[config.mk]
export PLATFORM = sky130hd
export DESIGN_NAME = multicycle_adder_ctrl
export DESIGN_NICKNAME = d
export VERILOG_FILES = /design/src/rtl/multicycle_adder_ctrl_pkg.sv /design/src/rtl/multicycle_adder_ctrl_chunk_adder.sv /design/src/rtl/multicycle_adder_ctrl.sv
export SDC_FILE = /design/constraint.sdc
export NUM_CORES = 1
export LEC_CHECK = 0
export BUFFER_PORTS_ARGS = -buffer_cell sky130_fd_sc_hd__clkbuf_2
export CAP_MARGIN = 20
export CORE_AREA = 5 5 130 95
export DETAILED_ROUTE_END_ITERATION = 8
export DIE_AREA = 0 0 135 100
export PLACE_DENSITY_LB_ADDON = 0.08
export SLEW_MARGIN = 10
export SYNTH_ARGS = -nofsm -noshare
export SYNTH_HDL_FRONTEND = slang
export SYNTH_SLANG_ARGS = --single-unit
[constraint.sdc]
create_clock -name clk -period 4.1 [get_ports clk]
set_clock_uncertainty 0.2 [all_clocks]
set_input_delay 0.615 -clock clk [delete_from_list [all_inputs] [get_ports clk]]
set_output_delay 0.615 -clock clk [all_outputs]
set_load 0.05 [all_outputs]
[src/rtl/multicycle_adder_ctrl_pkg.sv]
// ============================================================================
// multicycle_adder_ctrl_pkg : shared state encoding and index-width helper
// Rev 1.0
// ============================================================================
`default_nettype none

package multicycle_adder_ctrl_pkg;

  typedef enum logic [1:0] {
    ST_IDLE = 2'd0,
    ST_RUN  = 2'd1,
    ST_DONE = 2'd2
  } state_t;

  // Chunk index needs at least one bit even when a single chunk is used.
  function automatic int calc_idx_w(input int num_chunks);
    return (num_chunks <= 2) ? 1 : $clog2(num_chunks);
  endfunction

endpackage

`default_nettype wire

[src/rtl/multicycle_adder_ctrl_chunk_adder.sv]
// ============================================================================
// chunk_adder : combinational CHUNK-bit a + b + cin slice with carry-out
// Rev 1.0
// ============================================================================
`default_nettype none

module chunk_adder #(
  parameter int CHUNK = 8
) (
  input  logic [CHUNK-1:0] a,
  input  logic [CHUNK-1:0] b,
  input  logic             cin,
  output logic [CHUNK-1:0] sum,
  output logic             cout
);

  assign {cout, sum} = {1'b0, a} + {1'b0, b} + {{CHUNK{1'b0}}, cin};

endmodule

`default_nettype wire

[src/rtl/multicycle_adder_ctrl.sv]
// ============================================================================
// multicycle_adder_ctrl : WIDTH-bit add/sub sequenced over one CHUNK-bit slice
// Rev 1.0
// ============================================================================
`default_nettype none

module multicycle_adder_ctrl
  import multicycle_adder_ctrl_pkg::*;
#(
  parameter int WIDTH = 32,
  parameter int CHUNK = 8
) (
  input  logic             clk,
  input  logic             rst_n,
  input  logic             start_valid,
  output logic             start_ready,
  input  logic [WIDTH-1:0] a,
  input  logic [WIDTH-1:0] b,
  input  logic             carry_in,
  input  logic             op_sub,
  input  logic             abort,
  output logic             busy,
  output logic             result_valid,
  input  logic             result_ready,
  output logic [WIDTH-1:0] sum,
  output logic             carry_out,
  output logic             overflow
);

  localparam int NUM_CHUNKS = WIDTH / CHUNK;
  localparam int IDX_W      = calc_idx_w(NUM_CHUNKS);
  localparam logic [IDX_W-1:0] LAST_IDX = IDX_W'(NUM_CHUNKS - 1);

  if ((WIDTH % CHUNK) != 0 || WIDTH < CHUNK) begin : g_bad_width
    $error("multicycle_adder_ctrl: WIDTH must be a positive multiple of CHUNK");
  end

  state_t           state;
  state_t           state_nxt;
  logic [IDX_W-1:0] idx;
  logic             carry;
  logic [WIDTH-1:0] a_reg;
  logic [WIDTH-1:0] b_reg;
  logic [CHUNK-1:0] a_chunk;
  logic [CHUNK-1:0] b_chunk;
  logic [CHUNK-1:0] slice_sum;
  logic             slice_cout;
  logic             accept;
  logic             last_chunk;

  // Operand chunk select driven by the running index.
  always_comb begin
    a_chunk = '0;
    b_chunk = '0;
    for (int i = 0; i < NUM_CHUNKS; i++) begin
      if (idx == IDX_W'(i)) begin
        a_chunk = a_reg[i*CHUNK +: CHUNK];
        b_chunk = b_reg[i*CHUNK +: CHUNK];
      end
    end
  end

  chunk_adder #(.CHUNK(CHUNK)) u_chunk_adder (
    .a    (a_chunk),
    .b    (b_chunk),
    .cin  (carry),
    .sum  (slice_sum),
    .cout (slice_cout)
  );

  always_comb begin
    state_nxt    = state;
    start_ready  = 1'b0;
    busy         = 1'b1;
    result_valid = 1'b0;
    accept       = 1'b0;
    last_chunk   = 1'b0;
    case (state)
      ST_IDLE: begin
        start_ready = 1'b1;
        busy        = 1'b0;
        accept      = start_valid && !abort;
        if (accept) state_nxt = ST_RUN;
      end
      ST_RUN: begin
        last_chunk = (idx == LAST_IDX);
        if (abort)           state_nxt = ST_IDLE;
        else if (last_chunk) state_nxt = ST_DONE;
      end
      ST_DONE: begin
        result_valid = 1'b1;
        if (abort || result_ready) state_nxt = ST_IDLE;
      end
      default: state_nxt = ST_IDLE;
    endcase
  end

  always_ff @(posedge clk or negedge rst_n) begin
    if (!rst_n) begin
      state     <= ST_IDLE;
      idx       <= '0;
      carry     <= 1'b0;
      a_reg     <= '0;
      b_reg     <= '0;
      sum       <= '0;
      carry_out <= 1'b0;
      overflow  <= 1'b0;
    end else begin
      state <= state_nxt;
      if (accept) begin
        a_reg <= a;
        b_reg <= op_sub ? ~b : b;
        carry <= op_sub | carry_in;
        idx   <= '0;
      end else if (state == ST_RUN) begin
        if (abort) begin
          idx <= '0;
        end else begin
          for (int i = 0; i < NUM_CHUNKS; i++) begin
            if (idx == IDX_W'(i)) sum[i*CHUNK +: CHUNK] <= slice_sum;
          end
          carry <= slice_cout;
          if (last_chunk) begin
            idx       <= '0;
            carry_out <= slice_cout;
            // Final sum MSB is the slice MSB being written on this edge.
            overflow  <= (a_reg[WIDTH-1] == b_reg[WIDTH-1]) &&
                         (slice_sum[CHUNK-1] != a_reg[WIDTH-1]);
          end else begin
            idx <= idx + 1'b1;
          end
        end
      end
    end
  end

endmodule

`default_nettype wire

== Word level (Yosys, flattened, before mapping) ==
Index checks and enable logic that the tools add are counted.
Word-level totals
  flip-flop bits (word level): 103
  bits of input ports: 71
  output and inout port bits: 37
  logic and storage cells: 69
Operators by class
  add/subtract/negate cells: 3
  eq/ne operators: 11
  muxes and demuxes: 26
  bitwise operators: 4
  reductions and logical operators: 14
Operators with widths (number)
  8-bit two-way mux: 8
  32-bit two-way mux: 1
  32-bit inverter: 1
  4-bit AND reduction: 5
  2-bit two-way mux: 8
  8-bit by 8-bit adder with 9-bit output: 1
  9-bit by 1-bit adder with 9-bit output: 1
  1-bit two-way mux: 8
  2-bit == test, second input constant: 3
  2-bit one-hot mux with 3 select lines: 1
  2-bit by 1-bit == test with 1-bit output, second input constant: 2
  2-bit logical NOT: 2
  2-bit inequality test, second input constant: 2
  3-bit inequality test, second input constant: 1
  3-bit AND reduction: 1
  2-bit by 1-bit adder with 2-bit output, second input constant: 1
  1-bit logical AND: 2
  2-bit by 1-bit inequality test with 1-bit output, second input constant: 1
  1-bit inverter: 2
  2-bit AND reduction: 1
  2-bit nonzero test: 1
  1-bit == test: 1
  1-bit logical NOT: 1
  1-bit logical OR: 1
  other kinds (2): 2

== Logic depth before layout (Yosys ltp) ==
  depth after elaboration: 10
  depth in mapped cells: 17
  depth with buffers taken out: 15

== Modules after synthesis ==
A second synthesis with hierarchy kept.
Second synthesis, totals
  cell total of the unflattened synthesis: 436
  area total of the unflattened synthesis: 5082.4 um2
Modules (own cells, without submodules)
  multicycle_adder_ctrl: instances 1, cells an instance 396, area an instance 4750.8 um2, seq. area each 2577.5 um2
  chunk_adder: instances 1, cells an instance 40, area an instance 331.6 um2, seq. area each 0.0 um2

== Worst setup path after synthesis ==
No wires, ideal clock.
  path kind: reg-to-reg
  start: register idx[0]
  end: register sum[30]
  library setup time: 0.132 ns
  arrival time: 3.143 ns
  required time: 3.768 ns
  path slack: 0.624 ns
  cell stages (with the launch flop): 18
  path buffers: 2
  period minus slack after synthesis: 3.476 ns
  cell sequence: dfrtp_1 -> inv_1 -> ha_1 -> clkbuf_1 -> clkbuf_1 -> nand2_1 -> nor2_1 -> a21oi_1 -> o21ai_0 -> mux2i_1 -> fa_1 -> fa_1 -> nor2b_1 -> o21a_1 -> o21ai_0 -> a21oi_1 -> xnor2_1 -> o21ai_0
Between the ends
  cells in the longest elaborated chain, start to end: 7
  elaborated cells on any way between the ends: 15
  those cells by class: 2 x add/sub; 3 x eq/ne; 8 x mux; 2 x reduce/logical
RTL lines
  start: declaration: RTL line multicycle_adder_ctrl.sv:40  | logic [IDX_W-1:0] idx;
  start signal: assignment: RTL line multicycle_adder_ctrl.sv:130  | idx <= idx + 1'b1;
  2-bit logical NOT: RTL line multicycle_adder_ctrl.sv:56  | if (idx == IDX_W'(i)) begin
  8-bit two-way mux (4 in series): RTL line multicycle_adder_ctrl.sv:56
  8-bit by 8-bit adder with 9-bit output: RTL line multicycle_adder_ctrl_chunk_adder.sv:17  | assign {cout, sum} = {1'b0, a} + {1'b0, b} + {{CHUNK{1'b0}}, cin};
  9-bit by 1-bit adder with 9-bit output: RTL line multicycle_adder_ctrl_chunk_adder.sv:17
  end signal: indexed assignment: RTL line multicycle_adder_ctrl.sv:120  | if (idx == IDX_W'(i)) sum[i*CHUNK +: CHUNK] <= slice_sum;
  end: declaration: RTL line multicycle_adder_ctrl.sv:25  | output logic [WIDTH-1:0] sum,
Parallel ways exist; a longest one is shown, timed or not.
A chain may end at the register's enable or synchronous reset.

== Final worst setup path ==
Same ends and word-level chain as after synthesis.

==> metrics.txt <==
switching part of the total 44.3%; Critical Path Source Type flip-flop; Post-synth EDFFs 0; antenna viol nets, final 0; postcts setup bufs 0; Slew Viols, Final 0; clock slew at reported path FFs 70 ps; final hold violations 0; top cell type's share of synthesized area approximately 52%; HPWL after DPL around 8.3 mm; initial antenna violation count 0; IO Count between 100 and 150; Post-Route WL ~11 mm; Vias per Instance ~5; setup repair after global routing missed its margin false; Max IR drop VDD 0.423 mV; Cell Count Post-Placement roughly 750; crit path buf inv count 1; Die ar. around 14000 um2; TritonCTS Sinks 103; Worst path most repeated cell o21ai_0; first-pass GRT wire length 19.0 mm; Initial DRT Pass Iterations 4; NetSw a little under 2000 uW; Final setup violation count 0; cell chain of the critical path inv_1 -> ha_2 -> nand2_1 -> nor2_1 -> a21oi_1 -> o21ai_0 -> mux2i_1 -> fa_1 -> fa_1 -> nor2b_1 -> o21a_1 -> o21ai_0 -> a21oi_1 -> xnor2_1 -> o21ai_0; number of global-route vias before repair approximately 3700; CP Data Required Time 4100 ps; total power between 4000 and 5000 uW; Mapped Avg Cell Area slightly below 10 um2; Yosys warnings 0; Core Area ~11000 um2; Lkg Pwr between 0.002 and 0.003 uW; register share of total power 33.6%; Die X about 140 um; Core Util, Final a little over half; crit path kind flip-flop to flip-flop; Worst-Skew Late Latency approximately 340 ps; DIE HEIGHT ~100 um; Layout area overhead 19.4%; Setup crit end kind flip-flop; post-synthesis register bit count approximately 100; Tot GR Track Use about 18%; final non-filler cell total 760; post-synthesis sequential area ratio 52.1%; status finished clean; Root Driver clkbuf_16; layout cells sized above 1 around 27%; max incr delay on CP between 400 and 500 ps; Comb pwr share between 40 and 50%; most instantiated cells after synthesis 103 x dfrtp_1, 70 x nand2_1, 68 x nor2_1; ys flop type dfrtp_1; CTS tree built; initial detailed-routing violation count 253; Slowest-stage cell, CP fa_1; H-tree depth 3; fill cell count just over 1000; Post-Syn Instances 512; largest cells by area after synthesis dfrtp_1 52%, mux2_2 7.3%, a21oi_1 6.7%; largest area contributor in the netlist dfrtp_1; Worst slew margin 35.1%; Vias 3779; RD Place Congestion approximately 0.83; fin nets between 600 and 700; Post-synth ARST share 100%; f_max ~0.27 GHz; ant diodes 0; top-count cell post-synth dfrtp_1; Avg WL per Cell 15.1 um; final worst-path cycle share between 80% and 90%; Pint 2460 uW; Unique masters post-synth 37; CP max FO 17; Initial Util 45.6%; minimum clock period ~3700 ps; Net Count, Synth a little under 600; Remaining Overflow, GRT 0; IO Port Bufs roughly 110; CTS max path bufs 2; Num CTS Buffers 9; PwrDens 749 nW/um2; Clock Power Share 19.5%; arrival time at the worst endpoint between 3000 and 4000 ps; CP top delay family adder cells; residual DRC count 0; std cell rows 32; largest net degree at the start of global routing between 100 and 150; Hold Crit Class input port to async pin; Worst Tran Pin Value roughly 970 ps; Synth Cell Area 4940 um2; Setup TNS 0 ps; max-capacitance violation count 0
cells by family after synthesis:
family	count (synthesis)	synth area share (%)
AOI/OAI and AO/OA	134	14.7
xor gates and xnor gates	37	6.56
buffers and inverters	41	3.34
muxes	34	7.69
adders and majority gates	13	3.59
DFF	103	52.1
and+or+nand+nor	150	12.0
routing by layer:
metal	global-route usage [%]	wire, um
met3	4.86	650
met1	26.7	5870
met4	3.18	93
met2	26.1	4880
met5	0	0
repair_timing:
| action | 4_1_cts | 5_1_grt |
|---|---|---|
| hold buffers | 0 | 0 |
| resized for setup | 0 | 2 |
| endpoints found under the setup margin | 0 | 4 |
through the flow:
step	hold WS, ps	area (um2)	worst slack [ps]
final	115	5900	416
after global routing	187	5900	87.5
after CTS	169	5900	233
after detailed placement	271	5600	253
after global placement	261	5600	324
after floorplan	119	4940	624
power groups by stage:
stage                     combinational, uW  sequential (uW)  clock, uW
after floorplan                        1030             1940          0
after global placement                 2050             1500          0
after detailed placement               2080             1510          0
after CTS                              2090             1490        881
after global routing                   2290             1530        918
final                                  2070             1490        865
cell type report:
class	count	area, um2	share of cell area (%)
multi-input cells	368	2210	37.4
clock inverters	3	42.5	0.721
clock buffers	12	256	4.35
well taps	153	191	3.24
inverters	8	30.0	0.509
flip-flops and latches	103	2580	43.7
repair buffers	113	596	10.1
worst paths after layout:
check,startpoint,end,slack [ps],cells after the start
setup / recovery,idx[0],sum[30],420,15
hold / removal,rst_n,a_reg[1],110,2
setup reg to reg,idx[0],sum[30],420,15
hold reg to reg,sum[16],sum[16],280,2
max in group asynchronous,rst_n,sum[9],3130,2
min in group clk,abort,state[1],270,2
cell usage in the layout, fill, tap and decap left out, types with 3 or more instances in the layout:
| cell type | instances |
|---|---|
| xnor2_1 | 34 |
| o21ai_0 | 51 |
| buf_4 | 6 |
| clkbuf_16 | 9 |
| clkbuf_2 | 106 |
| a21oi_1 | 66 |
| nand2_1 | 70 |
| inv_1 | 8 |
| dfrtp_1 | 103 |
| mux2_2 | 32 |
| a21o_1 | 3 |
| ha_1 | 9 |
| nor2_1 | 68 |
| xor2_1 | 3 |
Power figures use the tool's default switching activity.
